--- src/rtl/icache.sv ---
// Direct-mapped, one-word-per-line instruction cache between fetch and memory arbiter.
// Latency: hit is combinational (same cycle); miss is 1 cycle to FETCH + wait cycles + 1 cycle to hit.
// Backpressure: fetch stalls (ihit=0) while a fill is pending on iwait; flush aborts any fill.
// Optional ICACHE_STATS_EN macro adds hit_count/miss_count outputs.
module icache #(
  parameter int SETS = 16
) (
  input  logic        CLK,
  input  logic        nRST,
  input  logic        imemREN,
  input  logic [31:0] imemaddr,
  input  logic        flush,
  output logic        ihit,
  output logic [31:0] imemload,
  output logic        iREN,
  output logic [31:0] iaddr,
  input  logic [31:0] iload,
  input  logic        iwait
`ifdef ICACHE_STATS_EN
  ,
  output logic [31:0] hit_count,
  output logic [31:0] miss_count
`endif
);

  localparam int IDX_W = $clog2(SETS);
  localparam int TAG_W = 30 - IDX_W;

  localparam logic [0:0] IDLE  = 1'b0;
  localparam logic [0:0] FETCH = 1'b1;

  logic [0:0]       state, next_state;
  logic [31:0]      miss_addr;
  logic [SETS-1:0]  valid;
  logic [TAG_W-1:0] tags [SETS];
  logic [31:0]      data [SETS];

  logic [IDX_W-1:0] req_idx, fill_idx;
  logic [TAG_W-1:0] req_tag, fill_tag;
  logic             lookup_hit;
  logic             miss_go;
  logic             fill_we;
  logic             unused_addr_bits;

  assign req_idx  = imemaddr[IDX_W+1:2];
  assign req_tag  = imemaddr[31:IDX_W+2];
  assign fill_idx = miss_addr[IDX_W+1:2];
  assign fill_tag = miss_addr[31:IDX_W+2];
  // Byte offset is irrelevant for word fetches.
  assign unused_addr_bits = ^imemaddr[1:0];

  assign lookup_hit = valid[req_idx] && (tags[req_idx] == req_tag);

  // flush wins over everything: no hit reported, no miss started, no line written.
  assign ihit     = (state == IDLE) && imemREN && lookup_hit && !flush;
  assign imemload = ihit ? data[req_idx] : 32'h0;
  assign miss_go  = (state == IDLE) && imemREN && !lookup_hit && !flush;
  assign fill_we  = (state == FETCH) && !iwait && !flush;

  assign iREN  = (state == FETCH);
  assign iaddr = (state == FETCH) ? miss_addr : 32'h0;

  // Next-state: IDLE -> FETCH on a miss, FETCH -> IDLE when memory answers; flush forces IDLE.
  always_comb begin
    next_state = state;
    if (flush) begin
      next_state = IDLE;
    end else if (state == IDLE) begin
      if (miss_go) next_state = FETCH;
    end else begin
      if (!iwait) next_state = IDLE;
    end
  end

  // State, miss address and valid bits; valid is the only line storage that needs reset.
  always_ff @(posedge CLK or negedge nRST) begin
    if (!nRST) begin
      state     <= IDLE;
      miss_addr <= 32'h0;
      valid     <= '0;
    end else begin
      state <= next_state;
      if (miss_go) miss_addr <= {imemaddr[31:2], 2'b00};
      if (flush) begin
        valid <= '0;
      end else if (fill_we) begin
        valid[fill_idx] <= 1'b1;
      end
    end
  end

  // Tag and data arrays: a fill overwrites the indexed line unconditionally.
  always_ff @(posedge CLK) begin
    if (fill_we) begin
      tags[fill_idx] <= fill_tag;
      data[fill_idx] <= iload;
    end
  end

`ifdef ICACHE_STATS_EN
  // Performance counters: free-running, wrap naturally, survive flush.
  always_ff @(posedge CLK or negedge nRST) begin
    if (!nRST) begin
      hit_count  <= 32'h0;
      miss_count <= 32'h0;
    end else begin
      if (ihit)    hit_count  <= hit_count + 32'd1;
      if (miss_go) miss_count <= miss_count + 32'd1;
    end
  end
`endif

endmodule
--- config.mk ---
export PLATFORM = sky130hd
export DESIGN_NAME = icache
export DESIGN_NICKNAME = d
export VERILOG_FILES = /design/src/rtl/icache.sv
export SDC_FILE = /design/constraint.sdc
export NUM_CORES = 1
export LEC_CHECK = 0
export ABC_AREA = 1
export CAP_MARGIN = 15
export CORE_UTILIZATION = 30
export CTS_BUF_LIST = sky130_fd_sc_hd__clkbuf_8
export CTS_CLUSTER_DIAMETER = 40
export DETAILED_ROUTE_END_ITERATION = 8
export GPL_ROUTABILITY_DRIVEN = 0
export SYNTH_ARGS = -nofsm -noshare
export SYNTH_HDL_FRONTEND = slang
export SYNTH_SLANG_ARGS = --single-unit
--- constraint.sdc ---
create_clock -name CLK -period 5.1 [get_ports CLK]
set_input_delay 0.765 -clock CLK [delete_from_list [all_inputs] [get_ports CLK]]
set_output_delay 0.765 -clock CLK [all_outputs]
set_load 0.02 [all_outputs]
==> Yosys cells after proc, flatten, opt, wreduce, memory -nomap -nowiden <==
Memory sizes are Yosys's and may differ from the RTL's.
Index checks and enable logic that the tools add are counted.
{ "classes": {"order_cmp": 3, "n_eq_ne": 1, "muxes": 14, "bitwise": 2, "reduce_logical": 13} }
{ "ops": {"columns": ["cell", "n"], "rows": [
  ["$mux 32", 2],
  ["$mux 16", 2],
  ["$eq 26x26->1", 1],
  ["$or 16x16->16", 1],
  ["$lt 4x5->1 const B", 2],
  ["$logic_and 1x1->1", 9],
  ["$mux 1", 8],
  ["$bmux 1 s4", 1],
  ["$demux 1 s4", 1],
  ["$ge 4x1->1 const B", 1],
  ["$logic_not 1->1", 3],
  ["$reduce_bool 2->1", 1],
  ["$not 1->1", 1]
]} }
{ "word_totals": {"ff_bits": 47, "ramBits": 928, "out_inout_bits": 66, "memories": 2} }
{ "mem_list": {"columns": ["name", "depth", "word_bits", "read_ports", "rd_ports_with_merged_regs", "write_ports", "line", "text"], "rows": [
  ["data", 16, 32, 1, 0, 1, "36", "logic [31:0] data [SETS];"],
  ["tags", 16, 26, 1, 0, 1, "35", "logic [TAG_W-1:0] tags [SETS];"]
]} }

==> Logic depth before layout (Yosys ltp) <==
{ "logic_depth": {"ltp_word": 9, "ltp_mapped": 21, "depth_no_buf": 18} }

==> Least setup slack after synthesis <==
No wires, ideal clock.
{ "synth_path": {"path_type": "input-to-reg", "startpoint": "input port flush", "endpoint": "memory data[0][0] (enable)", "setup_time_ps": 474, "arrival_ps": 4114, "slack_ps": 512, "path_stages": 5, "n_path_buf": 1, "path_cell_list": "clkbuf_1 -> or2_2 -> nor2_1 -> nand3_1 -> nor2_1"} }
{ "synth_between": {"elab_chain_len": 4} }
{ "synth_lines": {"columns": ["element", "line", "text"], "rows": [
  ["start, declared", "12", "input logic flush,"],
  ["$logic_not 1->1", "58", "assign fill_we = (state == FETCH) && !iwait && !flush;"],
  ["$logic_and 1x1->1", "58", null],
  ["$mux 1", "94", "if (fill_we) begin"],
  ["$mux 1 (implied by the code)", "96", "data[fill_idx] <= iload;"],
  ["end, declared", "36", null]
]} }
No other way between the ends.

==> Final worst setup path <==
{ "layout_path": {"startpoint": "input port imemaddr[3]", "endpoint": "output port imemload[30]"} }
{ "layout_between": {"elab_chain_len": 6, "elab_cells_between_ends": 9} }
{ "layout_lines": {"columns": ["element", "line", "text"], "rows": [
  ["start, declared", "11", "input logic [31:0] imemaddr,"],
  ["$mem_v2 16x26 or $bmux 1 s4 (tied branches)", null, null],
  ["$eq 26x26->1 or $mux 1 (tied branches)", "52", "assign lookup_hit = valid[req_idx] && (tags[req_idx] == req_tag);"],
  ["$logic_and 1x1->1", "52", null],
  ["$logic_and 1x1->1 (2 in a row)", "55", "assign ihit = (state == IDLE) && imemREN && lookup_hit && !flush;"],
  ["$mux 32 (*)", "56", "assign imemload = ihit ? data[req_idx] : 32'h0;"],
  ["end, declared", "14", "output logic [31:0] imemload,"]
]} }
Mark *: on every way between the ends. The rest lies on a longest branch, timed or not. The select of a mux whose other input is x is not followed.

==> impl_metrics.csv <==
group,metric,value,unit
run_status,outcome,"completed",
drt,wire_per_inst,20.8,um
clocking,postCtsSetupRepairBufs,0,
die,placement_rows,133,
final_layout,finalInstanceArea,46500,um^2
synthesis,ys_ff_latch,975,
clocking,clk_transition_reported_paths,60,ps
power_and_ir_drop,power.density,353,nW/um^2
drt,first_iter_violations,2588,
global_route,congestion_overflow_gr,0,
critical_path,cp.buffers_inverters,5,
global_route,grt_first_pass_wirelength,167000,um
power_and_ir_drop,share_seq_of_total_power,55.9,%
critical_path,path_max_fanout,68,
die,die_height,367,um
die,core_area,132000,um^2
drt,post-route-drc-count,0,
drt,final_antenna_net_count,0,
clocking,worstSkewPairLatency,840,ps
critical_path,setup.worst_path.end_class,"primary output",
drt,num_vias,27000,
timing,finalClockSkew,54.1,ps
synthesis,yosys_warnings,0,
power_and_ir_drop,worst_ir_drop_vdd,0.260,mV
clocking,clock_path_buffers,3,
drt,vias_per_cell,4.97,
die,die_w,367,um
clocking,clock-root-buffer,"sky130_fd_sc_hd__clkbuf_8",
clocking,cts_tree,"done",
place,detailed_place_hpwl,60800,um
synthesis,synth_seq_area_share,72.5,%
clocking,cts_sinks,975,
timing,timing.fmax,210,MHz
timing,rsz0062_at_grt,"false",
power_and_ir_drop,switching_part_of_the_total,24.9,%
die,io_pins,135,
timing,finalSetupViolations,0,
drt,routed_wl,113000,um
global_route,global_route.usage.total,16.4,%
timing,slew_viol_final,0,
timing,fin_hold_ws,90.2,ps
clocking,cts_made_buffers,153,
global_route,grt_start_max_net_pins,169,
critical_path,timing.critical_path.slowest_stage_cell,"sky130_fd_sc_hd__clkdlybuf4s50_1",
final_layout,num-nets-final,3631,
drt,detailedRoute.firstPassIterationCount,5,
critical_path,crit_path_max_incr_delay,630,ps
power_and_ir_drop,clock_power_share,37.1,%
synthesis,synth.distinct_cells,27,
timing,timing.final.crit_period,4760,ps
power_and_ir_drop,p_comb_share,7.0,%
timing,post-route-period-util,93.4,%
place,postPlaceCellArea,43800,um^2
critical_path,critical_path_arrival,4000,ps
critical_path,critPathTopFamily,"buffers and inverters",
critical_path,start_kind,"input port",
timing,hold_violations_final,0,
global_route,antenna_found_initial,10,
timing,tightestPinTransition,1020,ps
synthesis,mappedNetlistArea,40100,um^2
die,start_util,30.4,%
critical_path,cp_cell_sequence,"clkbuf_8 -> inv_8 -> buf_4 -> nand2_1 -> nand3_1 -> nand3_1 -> nand3_1 -> nand2_1 -> nor2_1 -> nand2_1 -> nor2_1 -> nand2_1 -> nor2_1 -> nand2_4 -> buf_12 -> nor2_2 -> clkdlybuf4s50_1",
final_layout,flow.area_growth_from_synthesis,16.1,%
critical_path,cp_data_required_time,4340,ps
power_and_ir_drop,internal-power,0.0123,W
clocking,cts_repair_resize_count,0,
final_layout,drive_above_1_share,9.31,%
power_and_ir_drop,p_total,0.0164,W
global_route,number_of_global_route_vias_before_repair,25800,
power_and_ir_drop,net-switching-power,0.00409,W
timing,timing.max_slew.rel_slack,31.1,%
critical_path,path_class,"input port to primary output",
power_and_ir_drop,p_leak,17.1,nW
timing,setup-tns-final,0,ps
synthesis,synth_cells,3393,
job,max_cap_viol_count,0,
clocking,hold_buffer_count_at_cts,0,
clocking,h_tree_depth,4,
hold_path,worst_min_path_class,"input port to async pin",
die,die_area,135000,um^2
synthesis,avgSynthCellArea,11.8,um^2
critical_path,critical_path.most_common_cell,"sky130_fd_sc_hd__nand2_1",
place,numPortBuffers,130,
layout make-up:
class / count / area [um^2]
fill: 12800 / 85500
sequential: 975 / 29000
multi-input combinational: 1969 / 9250
timing repair buffer: 226 / 2350
tap: 1755 / 2200
clock buffer: 159 / 2190
inverter: 237 / 917
clock inverter: 107 / 553
antenna: 3 / 7.51
flip-flops by register name (all words and copies together), names as in the netlist:
register and cells:
valid 16, miss_addr 30, iREN 1, tags 416, data 512
cells in the final DEF, fill, tap and decap left out:
| cell | count |
|---|---|
| sky130_fd_sc_hd__o31ai_1 | 32 |
| sky130_fd_sc_hd__a221oi_1 | 120 |
| sky130_fd_sc_hd__inv_4 | 1 |
| sky130_fd_sc_hd__buf_4 | 72 |
| sky130_fd_sc_hd__nand4_1 | 3 |
| sky130_fd_sc_hd__dfrtp_1 | 47 |
| sky130_fd_sc_hd__buf_6 | 1 |
| sky130_fd_sc_hd__or2_2 | 1 |
| sky130_fd_sc_hd__buf_12 | 27 |
| sky130_fd_sc_hd__o211ai_1 | 16 |
| sky130_fd_sc_hd__buf_2 | 2 |
| sky130_fd_sc_hd__o21ai_0 | 59 |
| sky130_fd_sc_hd__nor2_1 | 177 |
| sky130_fd_sc_hd__edfxtp_1 | 928 |
| sky130_fd_sc_hd__inv_12 | 1 |
| sky130_fd_sc_hd__nand2_4 | 1 |
| sky130_fd_sc_hd__o21ai_1 | 22 |
| sky130_fd_sc_hd__nor2_4 | 17 |
| sky130_fd_sc_hd__a32oi_1 | 3 |
| sky130_fd_sc_hd__buf_8 | 1 |
| sky130_fd_sc_hd__clkinv_8 | 3 |
| sky130_fd_sc_hd__o22ai_1 | 16 |
| sky130_fd_sc_hd__inv_1 | 287 |
| sky130_fd_sc_hd__clkinv_1 | 26 |
| sky130_fd_sc_hd__nand3_1 | 299 |
| sky130_fd_sc_hd__nor2_2 | 29 |
| sky130_fd_sc_hd__nand2_1 | 907 |
| sky130_fd_sc_hd__clkinvlp_4 | 4 |
| sky130_fd_sc_hd__inv_8 | 2 |
| sky130_fd_sc_hd__clkinv_2 | 11 |
| sky130_fd_sc_hd__inv_6 | 6 |
| sky130_fd_sc_hd__diode_2 | 3 |
| sky130_fd_sc_hd__clkbuf_8 | 160 |
| sky130_fd_sc_hd__conb_1 | 2 |
| sky130_fd_sc_hd__clkdlybuf4s50_1 | 122 |
| sky130_fd_sc_hd__bufinv_16 | 2 |
| sky130_fd_sc_hd__a31oi_1 | 2 |
| sky130_fd_sc_hd__inv_2 | 1 |
| sky130_fd_sc_hd__a21oi_1 | 263 |
final timing paths:
path | start | endpoint | slack, ps | cells past startpoint
setup / recovery | imemaddr[3] | imemload[30] | 340 | 17
hold / removal | nRST | miss_addr[28] | 90 | 2
setup reg to reg | iREN | tags[8][12] | 1850 | 7
hold reg to reg | valid[15] | valid[15] | 540 | 2
max in group asynchronous | nRST | miss_addr[26] | 4470 | 2
min in group CLK | valid[15] | valid[15] | 540 | 2
logic make-up (layout without fill, tap and decap cells):
family | count (synthesis) | in the layout | synth area share (%)
and+or+nand+nor | 1434 | 1434 | 14.6
DFF | 975 | 975 | 72.5
AOI/OAI and AO/OA | 533 | 533 | 8.16
buffers and inverters | 450 | 729 | 4.77
other | 1 | 5 | 0.00936
routing by layer:
layer,share of wire (%),global-route usage (%)
met3,8.0,3.54
met4,2.3,5.25
met1,44,22.9
met2,46,25.3
met5,0.055,0
power by group through the flow:
stage	Sequential, W	Clock (W)	Combinational [W]
after global placement	0.00935	0	0.00113
after CTS	0.00919	0.00621	0.00114
after detailed placement	0.00935	0	0.00114
after floorplan	0.00926	0	0.000665
after global routing	0.00921	0.00655	0.00126
final	0.00919	0.00609	0.00115
synth_stat cells, drive strengths merged:
| cell | instances | area share (%) |
|---|---|---|
| inv | 237 | 2.2 |
| edfxtp | 928 | 70 |
| a31oi | 2 | 0.031 |
| nand4 | 3 | 0.047 |
| buf | 122 | 1.7 |
| o21ai | 81 | 1.0 |
| clkbuf | 91 | 0.85 |
| a21oi | 263 | 3.3 |
| a221oi | 120 | 2.6 |
| nand3 | 299 | 3.7 |
| nand2 | 908 | 8.5 |
| dfrtp | 47 | 2.9 |
| conb | 1 | 0.0094 |
| nor2 | 223 | 2.3 |
| o22ai | 16 | 0.25 |
| o211ai | 16 | 0.30 |
| or2 | 1 | 0.016 |
| a32oi | 3 | 0.066 |
| o31ai | 32 | 0.60 |
metrics by stage:
step                utilization, %  setup WS [ps]  cells
finish                        35.2            339   5431
global route                  35.2            127   5430
CTS                           35.2            369   5428
detailed placement            33.2            379   5162
global placement              33.2            355   5162
floorplan                        -            512   3394
Power figures use the tool's default switching activity.
